--- config.mk ---
export PLATFORM = sky130hd
export DESIGN_NAME = lvds_ldi_timing_gen_flat
export DESIGN_NICKNAME = d
export VERILOG_FILES = /design/src/rtl/lvds_ldi_pkg.sv /design/src/rtl/lvds_ldi_timing_gen_if.sv /design/src/rtl/lvds_ldi_axis_cnt.sv /design/src/rtl/lvds_ldi_timing_gen.sv /design/src/flat_wrapper.sv
export SDC_FILE = /design/constraint.sdc
export NUM_CORES = 1
export LEC_CHECK = 0
export CAP_MARGIN = 25
export CORE_MARGIN = 5
export CORE_UTILIZATION = 42
export DETAILED_ROUTE_END_ITERATION = 6
export GPL_TIMING_DRIVEN = 0
export PLACE_DENSITY = 0.76
export SETUP_SLACK_MARGIN = 0.3
export SYNTH_ARGS = -nofsm -noshare
export SYNTH_HDL_FRONTEND = slang
export SYNTH_HIERARCHICAL = 1
export SYNTH_SLANG_ARGS = --single-unit
--- constraint.sdc ---
create_clock -name clk -period 3.5 [get_ports clk]
set_input_delay 0.7 -clock clk [delete_from_list [all_inputs] [get_ports clk]]
set_output_delay 0.7 -clock clk [all_outputs]
set_load 0.02 [all_outputs]
--- src/rtl/lvds_ldi_pkg.sv ---
// Shared types and section-boundary helpers for the LVDS LDI timing generator.
package lvds_ldi_pkg;

  typedef enum logic [1:0] {
    ST_IDLE  = 2'd0,
    ST_RUN   = 2'd1,
    ST_DRAIN = 2'd2
  } state_e;

  // Sections per axis are ordered active, front porch, sync, back porch.
  function automatic logic [15:0] sync_start(input logic [15:0] active,
                                             input logic [15:0] fp);
    return active + fp;
  endfunction

  function automatic logic [15:0] sync_end(input logic [15:0] active,
                                           input logic [15:0] fp,
                                           input logic [15:0] sync);
    return active + fp + sync;
  endfunction

  function automatic logic [15:0] axis_total(input logic [15:0] active,
                                             input logic [15:0] fp,
                                             input logic [15:0] sync,
                                             input logic [15:0] bp);
    return active + fp + sync + bp;
  endfunction

endpackage

--- src/rtl/lvds_ldi_timing_gen_if.sv ---
// Video timing bundle between the generator and a pixel consumer.
interface lvds_ldi_timing_gen_if;

  logic        enable;
  logic        hsync;
  logic        vsync;
  logic        de;
  logic        pix_req;
  logic [15:0] pix_x;
  logic [15:0] pix_y;
  logic        frame_start;
  logic        running;

  modport master (
    input  enable,
    output hsync,
    output vsync,
    output de,
    output pix_req,
    output pix_x,
    output pix_y,
    output frame_start,
    output running
  );

  modport slave (
    output enable,
    input  hsync,
    input  vsync,
    input  de,
    input  pix_req,
    input  pix_x,
    input  pix_y,
    input  frame_start,
    input  running
  );

endinterface

--- src/rtl/lvds_ldi_axis_cnt.sv ---
// One timing axis: wrapping position counter with active-region and sync-region decode.
module lvds_ldi_axis_cnt
  import lvds_ldi_pkg::*;
#(
  parameter logic [15:0] ACTIVE = 16'd1024,
  parameter logic [15:0] FP     = 16'd24,
  parameter logic [15:0] SYNC   = 16'd136,
  parameter logic [15:0] BP     = 16'd160
) (
  input  logic        clk,
  input  logic        rst,
  input  logic        clr_i,
  input  logic        inc_i,
  output logic [15:0] cnt_o,
  output logic        last_o,
  output logic        active_o,
  output logic        sync_o
);

  localparam logic [15:0] TOTAL      = axis_total(ACTIVE, FP, SYNC, BP);
  localparam logic [15:0] SYNC_START = sync_start(ACTIVE, FP);
  localparam logic [15:0] SYNC_END   = sync_end(ACTIVE, FP, SYNC);

  // An empty section would collapse boundaries and break the sync/active decode.
  if (ACTIVE == 16'd0 || FP == 16'd0 || SYNC == 16'd0 || BP == 16'd0) begin : g_param_err
    $error("lvds_ldi_axis_cnt: every section width must be non-zero");
  end

  logic [15:0] cnt_q;
  logic [15:0] cnt_d;

  assign last_o   = (cnt_q == TOTAL - 16'd1);
  assign active_o = (cnt_q < ACTIVE);
  assign sync_o   = (cnt_q >= SYNC_START) && (cnt_q < SYNC_END);
  assign cnt_o    = cnt_q;

  always_comb begin
    cnt_d = cnt_q;
    if (clr_i) begin
      cnt_d = '0;
    end else if (inc_i) begin
      cnt_d = last_o ? 16'd0 : cnt_q + 16'd1;
    end
  end

  always_ff @(posedge clk or posedge rst) begin
    if (rst) begin
      cnt_q <= '0;
    end else begin
      cnt_q <= cnt_d;
    end
  end

endmodule

--- src/rtl/lvds_ldi_timing_gen.sv ---
// LVDS LDI display timing generator: IDLE/RUN/DRAIN control, H/V counters,
// one-ahead pixel request and registered de/hsync/vsync/frame_start.
module lvds_ldi_timing_gen
  import lvds_ldi_pkg::*;
#(
  parameter logic [15:0] H_ACTIVE = 16'd1024,
  parameter logic [15:0] H_FP     = 16'd24,
  parameter logic [15:0] H_SYNC   = 16'd136,
  parameter logic [15:0] H_BP     = 16'd160,
  parameter logic [15:0] V_ACTIVE = 16'd768,
  parameter logic [15:0] V_FP     = 16'd3,
  parameter logic [15:0] V_SYNC   = 16'd6,
  parameter logic [15:0] V_BP     = 16'd29,
  parameter logic        HS_POL   = 1'b0,
  parameter logic        VS_POL   = 1'b0
) (
  input  logic                          clk,
  input  logic                          reset,
  lvds_ldi_timing_gen_if.master         vid
);

  state_e      state_q;
  state_e      state_d;

  logic        run;
  logic        cnt_clr;
  logic        h_inc;
  logic        v_inc;
  logic [15:0] h_cnt;
  logic [15:0] v_cnt;
  logic        h_last;
  logic        v_last;
  logic        h_act;
  logic        v_act;
  logic        h_sync;
  logic        v_sync;
  logic        pix_req;

  logic        de_q;
  logic        de_d;
  logic        hsync_q;
  logic        hsync_d;
  logic        vsync_q;
  logic        vsync_d;
  logic        fs_q;
  logic        fs_d;

  assign run = (state_q != ST_IDLE);

  // Counters only move once RUN is entered, so the first RUN clock sits at h=0, v=0.
  assign cnt_clr = (state_d == ST_IDLE);
  assign h_inc   = run;
  assign v_inc   = run & h_last;

  lvds_ldi_axis_cnt #(
    .ACTIVE (H_ACTIVE),
    .FP     (H_FP),
    .SYNC   (H_SYNC),
    .BP     (H_BP)
  ) u_h_axis (
    .clk      (clk),
    .rst      (reset),
    .clr_i    (cnt_clr),
    .inc_i    (h_inc),
    .cnt_o    (h_cnt),
    .last_o   (h_last),
    .active_o (h_act),
    .sync_o   (h_sync)
  );

  lvds_ldi_axis_cnt #(
    .ACTIVE (V_ACTIVE),
    .FP     (V_FP),
    .SYNC   (V_SYNC),
    .BP     (V_BP)
  ) u_v_axis (
    .clk      (clk),
    .rst      (reset),
    .clr_i    (cnt_clr),
    .inc_i    (v_inc),
    .cnt_o    (v_cnt),
    .last_o   (v_last),
    .active_o (v_act),
    .sync_o   (v_sync)
  );

  always_comb begin
    state_d = state_q;
    case (state_q)
      ST_IDLE: begin
        if (vid.enable) state_d = ST_RUN;
      end
      ST_RUN: begin
        if (!vid.enable) state_d = ST_DRAIN;
      end
      ST_DRAIN: begin
        if (vid.enable) begin
          state_d = ST_RUN;
        end else if (h_last && v_last) begin
          state_d = ST_IDLE;
        end
      end
      default: state_d = ST_IDLE;
    endcase
  end

  always_ff @(posedge clk or posedge reset) begin
    if (reset) begin
      state_q <= ST_IDLE;
    end else begin
      state_q <= state_d;
    end
  end

  assign pix_req = run & h_act & v_act;

  // Registered outputs lag the counters by one clock, giving de = pix_req delayed by one.
  always_comb begin
    de_d    = pix_req;
    hsync_d = (run && h_sync) ? HS_POL : ~HS_POL;
    vsync_d = (run && v_sync) ? VS_POL : ~VS_POL;
    fs_d    = run && (h_cnt == 16'd0) && (v_cnt == 16'd0);
  end

  always_ff @(posedge clk or posedge reset) begin
    if (reset) begin
      de_q    <= 1'b0;
      hsync_q <= ~HS_POL;
      vsync_q <= ~VS_POL;
      fs_q    <= 1'b0;
    end else begin
      de_q    <= de_d;
      hsync_q <= hsync_d;
      vsync_q <= vsync_d;
      fs_q    <= fs_d;
    end
  end

  assign vid.pix_req     = pix_req;
  assign vid.pix_x       = pix_req ? h_cnt : 16'd0;
  assign vid.pix_y       = pix_req ? v_cnt : 16'd0;
  assign vid.de          = de_q;
  assign vid.hsync       = hsync_q;
  assign vid.vsync       = vsync_q;
  assign vid.frame_start = fs_q;
  assign vid.running     = run;

endmodule

--- src/flat_wrapper.sv ---
// flat-port wrapper written by rule: the top's interface ports become plain ports
module lvds_ldi_timing_gen_flat import lvds_ldi_pkg::*;
#(
  parameter logic [15:0] H_ACTIVE = 16'd1024,
  parameter logic [15:0] H_FP     = 16'd24,
  parameter logic [15:0] H_SYNC   = 16'd136,
  parameter logic [15:0] H_BP     = 16'd160,
  parameter logic [15:0] V_ACTIVE = 16'd768,
  parameter logic [15:0] V_FP     = 16'd3,
  parameter logic [15:0] V_SYNC   = 16'd6,
  parameter logic [15:0] V_BP     = 16'd29,
  parameter logic        HS_POL   = 1'b0,
  parameter logic        VS_POL   = 1'b0
)
  (clk, reset, vid_enable, vid_hsync, vid_vsync, vid_de, vid_pix_req, vid_pix_x, vid_pix_y, vid_frame_start, vid_running);
  lvds_ldi_timing_gen_if vid_i ();
  input  logic clk;
  input  logic reset;
  input wire logic [$bits(vid_i.enable)-1:0] vid_enable;
  output wire logic [$bits(vid_i.hsync)-1:0] vid_hsync;
  output wire logic [$bits(vid_i.vsync)-1:0] vid_vsync;
  output wire logic [$bits(vid_i.de)-1:0] vid_de;
  output wire logic [$bits(vid_i.pix_req)-1:0] vid_pix_req;
  output wire logic [$bits(vid_i.pix_x)-1:0] vid_pix_x;
  output wire logic [$bits(vid_i.pix_y)-1:0] vid_pix_y;
  output wire logic [$bits(vid_i.frame_start)-1:0] vid_frame_start;
  output wire logic [$bits(vid_i.running)-1:0] vid_running;
  assign vid_i.enable = vid_enable;
  assign vid_hsync = vid_i.hsync;
  assign vid_vsync = vid_i.vsync;
  assign vid_de = vid_i.de;
  assign vid_pix_req = vid_i.pix_req;
  assign vid_pix_x = vid_i.pix_x;
  assign vid_pix_y = vid_i.pix_y;
  assign vid_frame_start = vid_i.frame_start;
  assign vid_running = vid_i.running;
  lvds_ldi_timing_gen #(.H_ACTIVE(H_ACTIVE), .H_FP(H_FP), .H_SYNC(H_SYNC), .H_BP(H_BP), .V_ACTIVE(V_ACTIVE), .V_FP(V_FP), .V_SYNC(V_SYNC), .V_BP(V_BP), .HS_POL(HS_POL), .VS_POL(VS_POL)) u_core (.clk(clk), .reset(reset), .vid(vid_i));
endmodule
==> summary.md, run 1 <==
| Metric | Value |
|---|---|
| Cell leakage power | `1.38 nW` |
| Endpoint of the worst register-to-register path | `u_core/u_h_axis/cnt_o[14]$_DFFE_PP0P_` |
| Clock slew at the register clock pins of the worst setup and hold paths | `0.08 ns` |
| Final Routed Wirelength | `6290 um` |
| Placed insts | `384` |
| Weighted congestion at the end of routability-driven global placement | `0.930` |
| Post-synth EDFFs | `0` |
| Worst r2r path cells | `9` |
| Post-synthesis cell count | `269` |
| Total Nets Final | `341` |
| DRC violation count after routing | `0` |
| Synth Register Bits | `38` |
| Via count of the first global-routing pass | `2085` |
| Post-synthesis to final-layout area growth | `31.5%` |
| Starting density of the core | `42.8%` |
| Initial antenna violation count | `0` |
| Highest clock frequency the design can meet | `0.322 GHz` |
| Worst slew margin relative to its limit | `54.3%` |
| Detail-routed net length per standard cell | `15.3 um` |
| Share of the synthesized area in the top cell type | `36.0%` |
| Critical Path Sink Type | `flop` |
| Critical path endpoint | `u_core/u_h_axis/cnt_o[14]$_DFFE_PP0P_` |
| Site row count | `28` |
| Number of buffers between clock root and the deepest sink | `2` |
| Clock latency on the worst-skew pair | `0.29 ns` |
| Global-route total usage across every layer | `16.8%` |
| Pin count of the biggest net entering global routing | `17` |
| Synthesized netlist net count | `276` |
| Worst hold path type | `flop to flop` |
| Worst voltage drop across the vdd grid | `161 uV` |
| First-pass GRT wire length | `10100 um` |
| Worst endpoint required time | `3.72 ns` |
| Design area | `0.00329 sq mm` |
| Max cap viols | `0` |
| H-Tree Level Count | `2` |
| DPL Wire Length | `4310 um` |
| Synth top area cells | `dfrtp_1, and2_4, nor2_1` |
| Floorplan die area | `0.00761 sq mm` |
| Number of nets still failing antenna checks after routing | `0` |
| Drt first pass iters | `4` |
| Worst-Margin Slew | `0.684 ns` |
| Number of port buffers | `40` |
| TritonCTS clock tree | `built` |
| Internal reg-to-reg setup slack | `0.39 ns` |
| Final total negative setup slack | `0 ns` |
| Critical Path AT | `3.32 ns` |
| Crit path time final | `3.11 ns` |
| Number of buffers added by the clock tree synthesis step | `5` |
| Final Hold Slack | `0.552 ns` |
| Async set-reset flop share out of synthesis | `100%` |
| Die boundary width | `87.2 um` |
| Max FO, Critical Path | `6` |
| Grt total ovfl | `0` |
| Number of standard cells in the layout, taps in and fillers out | `410` |
| Detail-routed via count per cell | `5.50` |
| Clk_skew | `0.00705 ns` |
| Synth cell types | `58` |
| Synth warn | `6` |
| Fraction of the yosys area taken by sequential cells | `38.1%` |
| Start of the worst register-to-register path | `u_core/u_v_axis/cnt_o[14]$_DFFE_PP0P_` |
| Final setup viols | `0` |
| Via count | `2257` |
| Number of hold-slack violations in the final timing report | `0` |
| Status | `completed` |
| Overall power after layout | `919 uW` |
| Fraction of final layout cells sized beyond drive strength 1 | `36.4%` |
| Type of the worst setup path | `flop to flop` |
| Area after detailed placement | `0.00300 sq mm` |
| Most instantiated flip-flop cell in the synthesis netlist | `dfrtp_1` |
| Most area-hungry cell type in the Yosys netlist | `dfrtp_1` |
| Tcrit/Tclk final | `88.8%` |
| Synthesized area | `0.00250 sq mm` |
| Ports placed on the boundary | `41` |
| Startpoint type of the worst setup path | `flop` |
| Beginning of the critical path | `u_core/u_v_axis/cnt_o[14]$_DFFE_PP0P_` |
| Initial DRC Count | `145` |
| RSZ-0062 raised after global routing | `true` |
| Post-Syn Area per Cell | `9.31 sq um` |
| Floorplan die height | `87.2 um` |
| Power density over the cells | `279 mW/mm^2` |
| Total core area | `0.00585 sq mm` |
| Clock tree sinks | `38` |
| Number of diodes | `0` |
| CTS Root Cell | `clkbuf_8` |
| Number of max-slew violations in the final report | `0` |
==> flip-flops by register name (all words and copies together) (netlist names) <==
name                    count
u_core/u_h_axis/cnt_o      16
u_core/vid.hsync            1
u_core/state_q              2
u_core/vid.de               1
u_core/vid.vsync            1
u_core/vid.frame_start      1
u_core/u_v_axis/cnt_o      16
==> synth_stat cells, types with 2 or more instances <==
cell	n
and2_1	5
xor2_1	11
a21oi_1	5
buf_6	5
o21ai_0	7
and2_2	4
nor4_4	2
or3_1	4
nand2_1	19
dfstp_2	2
a21o_2	3
nor2_1	29
and3_1	3
inv_1	10
nand4_1	11
or2_2	5
buf_2	2
nand3_1	10
or4bb_1	2
nor2_2	2
nor4_1	13
nor3_1	8
xnor2_1	8
ha_1	4
dfrtp_1	36
o31ai_1	3
and2_4	25
==> cell usage in the layout, fill, tap and decap left out, types with 2 or more instances in the layout <==
cell and instances:
nand3_1 10, nand2_1 19, dfrtp_2 10, nor2_1 29, ha_1 4, and2_1 5, dfrtp_1 26, nor4_1 13
clkbuf_8 6, nand4_1 11, and2_4 25, clkdlybuf4s50_1 7, buf_2 2, a21o_2 3, inv_1 10, o31ai_1 3
buf_6 5, dlygate4sd2_1 4, nor2_2 2, nor4_4 2, xor2_1 11, and3_1 3, or3_1 4, nor3b_2 2
clkdlybuf4s15_2 23, and2_2 4, dfstp_2 2, a21oi_1 5, clkdlybuf4s15_1 6, xnor2_1 8, buf_4 18, o21ai_0 7
nor3_1 7, or2_2 4
==> power breakdown <==
part / total (mW) / switching [mW] / internal [mW]
Sequential: 0.468 / 0.0170 / 0.451
Combinational: 0.138 / 0.0817 / 0.0567
Clock: 0.312 / 0.154 / 0.158
Total: 0.919 / 0.252 / 0.666
==> cells by family (layout without fill, tap and decap cells) <==
logic type	after synthesis	in the layout	synth area share [%]
buf+inv	18	84	4.30
mux	1	1	0.400
fa+ha+maj	4	4	2.00
simple gates	159	159	40.3
flops	38	38	38.1
compound gates	30	30	8.29
xor+xnor	19	19	6.64
==> per-stage QoR <==
step | utilization, % | setup WS [ns]
2_1_floorplan | - | 0.447
3_5_place_dp | 51.3 | -0.0414
6_report | 56.3 | 0.394
4_1_cts | 54.1 | 0.306
3_3_place_gp | 51.3 | 0.0877
5_1_grt | 56.3 | 0.257
==> cell type report <==
cell class              instances  area, sq um
fillers                       500         2560
multi-input cells             213         1470
flip-flops and latches         38          966
repair buffers                 58          559
well taps                      75         93.8
clock buffers                   6         82.6
plain buffers                   8         70.1
inverters                      10         37.5
clock inverters                 2         12.5
==> repair_timing <==
| item | in CTS | in global routing |
|---|---|---|
| gates resized for setup | 88 | 13 |
| buffers inserted | 5 | 13 |
| pin swaps | 4 | 6 |
| setup endpoints to repair | 41 | 39 |
| gates cloned | 0 | 0 |
| hold buffers | 0 | 0 |
==> layer usage <==
metal	GRT usage (%)	up-vias	wire (um)
met4	5.86	0	66
met3	3.22	4	338
li1	-	1082	-
met2	26.8	69	3120
met1	22.7	1102	2770
met5	0	-	0
==> worst min-delay path by stage <==
stage                                               start                                    end  cells past startpoint
floorplan                     u_core/state_q[1]$_DFF_PP0_            u_core/state_q[0]$_DFF_PP0_                      1
global placement              u_core/state_q[1]$_DFF_PP0_            u_core/state_q[0]$_DFF_PP0_                      1
detailed placement            u_core/state_q[1]$_DFF_PP0_            u_core/state_q[0]$_DFF_PP0_                      1
CTS                           u_core/state_q[1]$_DFF_PP0_            u_core/state_q[0]$_DFF_PP0_                      1
global route        u_core/u_v_axis/cnt_o[15]$_DFFE_PP0P_  u_core/u_v_axis/cnt_o[15]$_DFFE_PP0P_                      1
finish                        u_core/state_q[1]$_DFF_PP0_            u_core/state_q[0]$_DFF_PP0_                      1
==> worst max-delay path, cell delays in order (launching register included) <==
cell      delay [ns]
dfrtp_1         0.46
or4_4           0.55
nor4_4          0.35
a21oi_1         0.10
mux2i_1         0.23
o21ba_4         0.20
o211ai_1        0.21
or2_4           0.31
or4_1           0.47
a21oi_1         0.14
No activity file was read; power rests on OpenSTA's default activity.
==> run 2, diff against run 1 <==
PLACE_DENSITY = 0.65   (was 0.76)
==> summary.md, run 2 (synthesized netlist as in run 1, its figures left out) <==
| Metric | Value |
|---|---|
| Status | `completed (unchanged)` |
| Clock network fraction of design power | `31.7% (was 34.0%)` |
| Fillers | `551 (was 500)` |
| Critical Path AT | `2.39 ns (was 3.32 ns)` |
| Worst-Margin Slew | `0.670 ns (was 0.684 ns)` |
| Ports placed on the boundary | `41 (unchanged)` |
| Highest clock frequency the design can meet | `0.324 GHz (was 0.322 GHz)` |
| Most frequent cells in the layout | `dfrtp_1, nor2_1, and2_4, nand2_1, clkbuf_2 (was nor2_1, dfrtp_1, and2_4, clkdlybuf4s15_2, nand2_1)` |
| H-Tree Level Count | `2 (unchanged)` |
| Clk_skew | `0.00643 ns (was 0.00705 ns)` |
| Overall power after layout | `893 uW (was 919 uW)` |
| Via count of the first global-routing pass | `2066 (was 2085)` |
| Drt first pass iters | `4 (unchanged)` |
| Part of the total power dissipated in sequential elements | `52.5% (was 51.0%)` |
| Worst voltage drop across the vdd grid | `167 uV (was 161 uV)` |
| Worst hold path type | `flop to flop (unchanged)` |
| Post-synthesis to final-layout area growth | `25.7% (was 31.5%)` |
| Final Routed Wirelength | `6270 um (was 6290 um)` |
| First-pass GRT wire length | `10500 um (was 10100 um)` |
| Number of diodes | `0 (unchanged)` |
| Final setup viols | `0 (unchanged)` |
| Clock slew at the register clock pins of the worst setup and hold paths | `0.07 ns (was 0.08 ns)` |
| Number of port buffers | `40 (unchanged)` |
| Global-route total usage across every layer | `17.4% (was 16.8%)` |
| Floorplan die height | `87.2 um (unchanged)` |
| Startpoint type of the worst setup path | `flop (unchanged)` |
| Beginning of the critical path | `u_core/u_v_axis/cnt_o[13]$_DFFE_PP0P_ (was u_core/u_v_axis/cnt_o[14]$_DFFE_PP0P_)` |
| Site row count | `28 (unchanged)` |
| Hold Crit Depth | `1 (unchanged)` |
| Number of buffers added by the clock tree synthesis step | `5 (unchanged)` |
| Worst min-delay path startpoint | `u_core/u_v_axis/cnt_o[12]$_DFFE_PP0P_ (was u_core/state_q[1]$_DFF_PP0_)` |
| TritonCTS clock tree | `built (unchanged)` |
| Max cap viols | `0 (unchanged)` |
| Most frequent standard cell in the layout excluding fill and tap cells | `dfrtp_1 (was nor2_1)` |
| Worst slew margin relative to its limit | `55.3% (was 54.3%)` |
| Worst endpoint required time | `2.80 ns (was 3.72 ns)` |
| Critical Path Sink Type | `output pin (was flop)` |
| Cell leakage power | `1.38 nW (about the same)` |
| Switching part of the total | `27.5% (about the same)` |
| Switching power total | `246 uW (was 252 uW)` |
| Number of hold-slack violations in the final timing report | `0 (unchanged)` |
| Total core area | `0.00585 sq mm (unchanged)` |
| Weighted congestion at the end of routability-driven global placement | `0.836 (was 0.930)` |
| Via count | `2187 (was 2257)` |
| Clock latency on the worst-skew pair | `0.28 ns (was 0.29 ns)` |
| Starting density of the core | `42.8% (unchanged)` |
| Power density over the cells | `284 mW/mm^2 (was 279 mW/mm^2)` |
| Sequential cell area | `958 sq um (was 966 sq um)` |
| Area occupied by multi-input gates | `0.00150 sq mm (was 0.00147 sq mm)` |
| RSZ-0062 raised after global routing | `true (unchanged)` |
| Final cell utilization of the core | `53.8% (was 56.3%)` |
| Grt total ovfl | `0 (unchanged)` |
| Floorplan die area | `0.00761 sq mm (unchanged)` |
| DRC violation count after routing | `0 (unchanged)` |
| Number of nets still failing antenna checks after routing | `0 (unchanged)` |
| Worst r2r path cells | `9 (unchanged)` |
| Detail-routed via count per cell | `5.40 (was 5.50)` |
| Number of buffers between clock root and the deepest sink | `2 (unchanged)` |
| Part of the power in combinational logic | `15.8% (was 15.1%)` |
| Die boundary width | `87.2 um (unchanged)` |
| Tcrit/Tclk final | `88.2% (was 88.8%)` |
| Detail-routed net length per standard cell | `15.5 um (was 15.3 um)` |
| Max FO, Critical Path | `10 (was 6)` |
| DPL Wire Length | `4420 um (was 4310 um)` |
| CTS Root Cell | `clkbuf_8 (unchanged)` |
| Number of max-slew violations in the final report | `0 (unchanged)` |
| Pin count of the biggest net entering global routing | `17 (unchanged)` |
| Initial DRC Count | `186 (was 145)` |
| Initial antenna violation count | `0 (unchanged)` |
| Number of buffers inserted by hold repair at cts | `0 (unchanged)` |
| Internal power of the cells | `647 uW (was 666 uW)` |
| Clock tree sinks | `38 (unchanged)` |
| Type of the worst setup path | `flop to output pin (was flop to flop)` |
| Final Hold Slack | `0.547 ns (was 0.552 ns)` |
| Total Nets Final | `337 (was 341)` |
| Final total negative setup slack | `0 ns (unchanged)` |
| Start of the worst register-to-register path | `u_core/u_v_axis/cnt_o[13]$_DFFE_PP0P_ (was u_core/u_v_axis/cnt_o[14]$_DFFE_PP0P_)` |
| Fraction of final layout cells sized beyond drive strength 1 | `35.2% (was 36.4%)` |
| Crit path time final | `3.09 ns (was 3.11 ns)` |
[run 2: cell count changes in the layout (fill, tap and decap cells not counted), moves of 2 or more]
cell             before  now
dfrtp_2              10    4
buf_4                18   14
clkbuf_2              0   18
clkdlybuf4s15_2      23    9
clkbuf_1              1    3
dfrtp_1              26   32
buf_2                 2    4
clkdlybuf4s15_1       6    0
[run 2: path summary, 6_finish.rpt]
| check | end | slack (ns) |
|---|---|---|
| max | vid_pix_x[14] | 0.41 |
| min | u_core/u_v_axis/cnt_o[12]$_DFFE_PP0P_ | 0.55 |
| max reg2reg | u_core/u_h_axis/cnt_o[14]$_DFFE_PP0P_ | 0.43 |
| min reg2reg | u_core/u_v_axis/cnt_o[12]$_DFFE_PP0P_ | 0.55 |
| max in group asynchronous | u_core/u_h_axis/cnt_o[5]$_DFFE_PP0P_ | 2.15 |
| min in group asynchronous | u_core/vid.frame_start$_DFF_PP0_ | 0.69 |
[run 2: metal layers]
metal  share of wire (%)  GRT usage [%]
met1                  50           26.8
met4                0.62           4.04
met3                 4.7           3.60
met5                   0              0
met2                  45           24.9
[run 2: repair_timing]
item | in CTS | in global routing
buffers inserted | 7 | 7
resized for setup | 76 | 32
endpoints found under the setup margin | 41 | 42
pin swaps | 4 | 4
[run 2: per-stage QoR]
stage | setup slack (ns) | std cells | area, sq um
2_1_floorplan | 0.447 | 269 | 2500
3_3_place_gp | 0.101 | 384 | 3000
3_5_place_dp | 0.0274 | 384 | 3000
4_1_cts | 0.271 | 398 | 3150
5_1_grt | 0.251 | 405 | 3150
6_report | 0.414 | 405 | 3150
[run 2: final cells by class]
| type | count | share of cell area [%] |
|---|---|---|
| buffer | 8 | 2.34 |
| clock buffer | 7 | 2.42 |
| inverter | 10 | 1.19 |
| multi-input combinational | 213 | 47.6 |
| sequential | 38 | 30.4 |
| tap | 75 | 2.98 |
| timing repair buffer | 54 | 13.1 |
[run 2: worst max-delay path: stages, from the launching register on]
cell and delay, ns:
dfrtp_2 0.45, or4_4 0.58, nor3_2 0.13, and2_1 0.15, and3_4 0.24, buf_6 0.15, and2_4 0.14, clkdlybuf4s15_2 0.25
[run 2: power by group through the flow]
stage,clock (mW),sequential (mW),combinational [mW]
CTS,0.290,0.467,0.140
global route,0.314,0.473,0.157
floorplan,0,0.477,0.0811
finish,0.283,0.469,0.141
global placement,0,0.474,0.132
detailed placement,0,0.474,0.135
==> run 3, diff against run 2 <==
ABC_AREA = 1   (was unset)
PLACE_DENSITY = unset   (was 0.65)
SETUP_SLACK_MARGIN = 0.05   (was 0.3)
==> summary.md, run 3 <==
| Metric | Value |
|---|---|
| Status | `completed (unchanged)` |
| Setup slack after layout | `0.378 ns (was 0.414 ns)` |
| Cell with the most instances after synthesis | `nand2_1 (was dfrtp_1)` |
| Synth Register Bits | `38 (unchanged)` |
| Number of nets still failing antenna checks after routing | `0 (unchanged)` |
| Weighted congestion at the end of routability-driven global placement | `0.874 (was 0.836)` |
| Number of buffers added by the clock tree synthesis step | `5 (unchanged)` |
| Final cell utilization of the core | `52.5% (was 53.8%)` |
| DPL Wire Length | `5460 um (was 4420 um)` |
| Ports placed on the boundary | `41 (unchanged)` |
| Worst r2r path cells | `18 (was 9)` |
| Initial DRC Count | `155 (was 186)` |
| Post-Syn Area per Cell | `6.39 sq um (was 9.31 sq um)` |
| Post-synth EDFFs | `0 (unchanged)` |
| Hold Crit Depth | `1 (unchanged)` |
| Clock latency on the worst-skew pair | `0.29 ns (was 0.28 ns)` |
| Most frequent standard cell in the layout excluding fill and tap cells | `nand2_1 (was dfrtp_1)` |
| Clock slew at the register clock pins of the worst setup and hold paths | `0.08 ns (was 0.07 ns)` |
| Fillers | `630 (was 551)` |
| Synth warn | `6 (unchanged)` |
| Design area | `0.00335 sq mm (was 0.00315 sq mm)` |
| DRC violation count after routing | `0 (unchanged)` |
| Overall power after layout | `961 uW (was 893 uW)` |
| Power density over the cells | `287 mW/mm^2 (was 284 mW/mm^2)` |
| Synth cell types | `34 (was 58)` |
| Startpoint type of the worst setup path | `flop (unchanged)` |
| Worst hold path type | `flop to flop (unchanged)` |
| Starting density of the core | `43.2% (was 42.8%)` |
| Worst-Margin Slew | `0.690 ns (was 0.670 ns)` |
| Initial antenna violation count | `0 (unchanged)` |
| Number of diodes | `0 (unchanged)` |
| Async set-reset flop share out of synthesis | `100% (unchanged)` |
| First-pass GRT wire length | `11800 um (was 10500 um)` |
| Count of cells resized by post-cts repair | `0 (was 76)` |
| Most area-hungry cell type in the Yosys netlist | `dfrtp_1 (unchanged)` |
| Site row count | `29 (was 28)` |
| Most instantiated flip-flop cell in the synthesis netlist | `dfrtp_1 (unchanged)` |
| Number of max-slew violations in the final report | `0 (unchanged)` |
| Cell leakage power | `1.54 nW (was 1.38 nW)` |
| Buffer count from post-CTS setup fixing | `0 (was 7)` |
| Drt first pass iters | `4 (unchanged)` |
| Via count of the first global-routing pass | `2467 (was 2066)` |
| Floorplan die height | `91.1 um (was 87.2 um)` |
| Placement Setup Slack | `0.523 ns (was 0.0274 ns)` |
| Synthesized area | `0.00276 sq mm (was 0.00250 sq mm)` |
| Final total negative setup slack | `0 ns (unchanged)` |
| Global-route total usage across every layer | `17.2% (was 17.4%)` |
| Area after detailed placement | `0.00326 sq mm (was 0.00300 sq mm)` |
| Fraction of final layout cells sized beyond drive strength 1 | `10.0% (was 35.2%)` |
| Floorplan die area | `0.00829 sq mm (was 0.00761 sq mm)` |
| Fraction of the yosys area taken by sequential cells | `34.6% (was 38.1%)` |
| Pin count of the biggest net entering global routing | `17 (unchanged)` |
| Synth top area cells | `dfrtp_1, nand2_1, nor2_1 (was dfrtp_1, and2_4, nor2_1)` |
| Detail-routed via count per cell | `4.76 (was 5.40)` |
| Worst voltage drop across the vdd grid | `161 uV (was 167 uV)` |
| Type of the worst setup path | `flop to output pin (unchanged)` |
| Most frequent cells in the layout | `nand2_1, nor2_1, inv_1, clkdlybuf4s50_1, dfrtp_1 (was dfrtp_1, nor2_1, and2_4, nand2_1, clkbuf_2)` |
| TritonCTS clock tree | `built (unchanged)` |
| Grt total ovfl | `0 (unchanged)` |
| Number of hold-slack violations in the final timing report | `0 (unchanged)` |
| Post-synthesis to final-layout area growth | `21.5% (was 25.7%)` |
| Clk_skew | `0.00782 ns (was 0.00643 ns)` |
| Clock tree sinks | `38 (unchanged)` |
| Critical Path Sink Type | `output pin (unchanged)` |
| Final Routed Wirelength | `7070 um (was 6270 um)` |
| Max cap viols | `0 (unchanged)` |
| Detail-routed net length per standard cell | `12.7 um (was 15.5 um)` |
| Number of buffers inserted by hold repair at cts | `0 (unchanged)` |
| Critical Path AT | `2.42 ns (was 2.39 ns)` |
| Most frequent cells after synthesis | `nand2_1, nor2_1, inv_1 (was dfrtp_1, nor2_1, and2_4)` |
| Worst endpoint required time | `2.80 ns (about the same)` |
| Worst slew margin relative to its limit | `54.0% (was 55.3%)` |
| H-Tree Level Count | `2 (unchanged)` |
| Die boundary width | `91.1 um (was 87.2 um)` |
| Final setup viols | `0 (unchanged)` |
| Number of buffers between clock root and the deepest sink | `2 (unchanged)` |
| Highest clock frequency the design can meet | `0.320 GHz (was 0.324 GHz)` |
| Via count | `2650 (was 2187)` |
| Tcrit/Tclk final | `89.2% (was 88.2%)` |
| Max FO, Critical Path | `10 (unchanged)` |
| Share of the synthesized area in the top cell type | `32.7% (was 36.0%)` |
| Synthesized netlist net count | `439 (was 276)` |
| RSZ-0062 raised after global routing | `false (was true)` |
| Crit path time final | `3.12 ns (was 3.09 ns)` |
| Total Nets Final | `486 (was 337)` |
| Post-synthesis cell count | `432 (was 269)` |
| Total core area | `0.00639 sq mm (was 0.00585 sq mm)` |
| Number of port buffers | `40 (unchanged)` |
| CTS Root Cell | `clkbuf_8 (unchanged)` |
run 3: cell count changes after synthesis, sizes merged, moves of 5 or more:
cell,delta
inv,+77
nand3,+16
or3,-5
and2,-34
or2,-5
xnor2,-8
nor2,+79
nor4,-14
nand2,+92
run 3: per-layer routing:
| layer | wire length, um | track usage (%) | up-vias |
|---|---|---|---|
| met1 | 3690 | 27.6 | 1173 |
| met3 | 494 | 3.22 | 4 |
| li1 | - | - | 1398 |
| met5 | 0 | 0 | - |
| met4 | 41 | 5.01 | 0 |
| met2 | 2840 | 23.0 | 75 |
run 3: cell type report:
cell class / instances / area [sq um] / share of cell area (%)
Multi-Input combinational cell: 301 / 1440 / 42.8
Sequential cell: 38 / 953 / 28.4
Timing Repair Buffer: 40 / 400 / 11.9
Inverter: 88 / 333 / 9.93
Tap cell: 77 / 96.3 / 2.87
Clock buffer: 7 / 86.3 / 2.57
Buffer: 5 / 43.8 / 1.31
Clock inverter: 1 / 5.00 / 0.149
run 3: cell families after synthesis:
family                   after synthesis  synth area share, %
AO/OA/AOI/OAI                         20                 4.76
buffers and inverters                 93                 13.7
adder cells (fa/ha/maj)                4                 1.81
XOR/XNOR                               9                 2.86
AND/OR/NAND/NOR                      268                 42.4
flip-flops                            38                 34.6
run 3: path summary, 6_finish.rpt:
path / startpoint / end / slack [ns]
max reg2reg: u_core/u_h_axis/cnt_o[1]$_DFFE_PP0P_ / u_core/u_v_axis/cnt_o[10]$_DFFE_PP0P_ / 0.72
max in group asynchronous: reset / u_core/u_v_axis/cnt_o[4]$_DFFE_PP0P_ / 2.19
min in group asynchronous: reset / u_core/state_q[1]$_DFF_PP0_ / 0.67
max: u_core/u_v_axis/cnt_o[13]$_DFFE_PP0P_ / vid_pix_x[11] / 0.38
min reg2reg: u_core/state_q[0]$_DFF_PP0_ / u_core/state_q[0]$_DFF_PP0_ / 0.52
min: u_core/state_q[0]$_DFF_PP0_ / u_core/state_q[0]$_DFF_PP0_ / 0.52
run 3: stage by stage:
stage | hold slack [ns] | cells
6_report | 0.519 | 557
2_1_floorplan | 0.479 | 432
5_1_grt | 0.549 | 557
4_1_cts | 0.519 | 557
3_5_place_dp | 0.504 | 549
3_3_place_gp | 0.508 | 549
run 3: worst max-delay path: stages (launching register included):
cell             delay [ns]
dfrtp_1                0.45
inv_1                  0.12
nand4_1                0.16
nor4_2                 0.31
nand3_4                0.17
buf_6                  0.19
nor2_1                 0.11
clkdlybuf4s50_1        0.62
run 3: where the power goes:
part / total (mW) / switching [mW] / internal [mW]
combinational: 0.170 / 0.110 / 0.0600
sequential: 0.470 / 0.0165 / 0.454
clock: 0.320 / 0.161 / 0.159
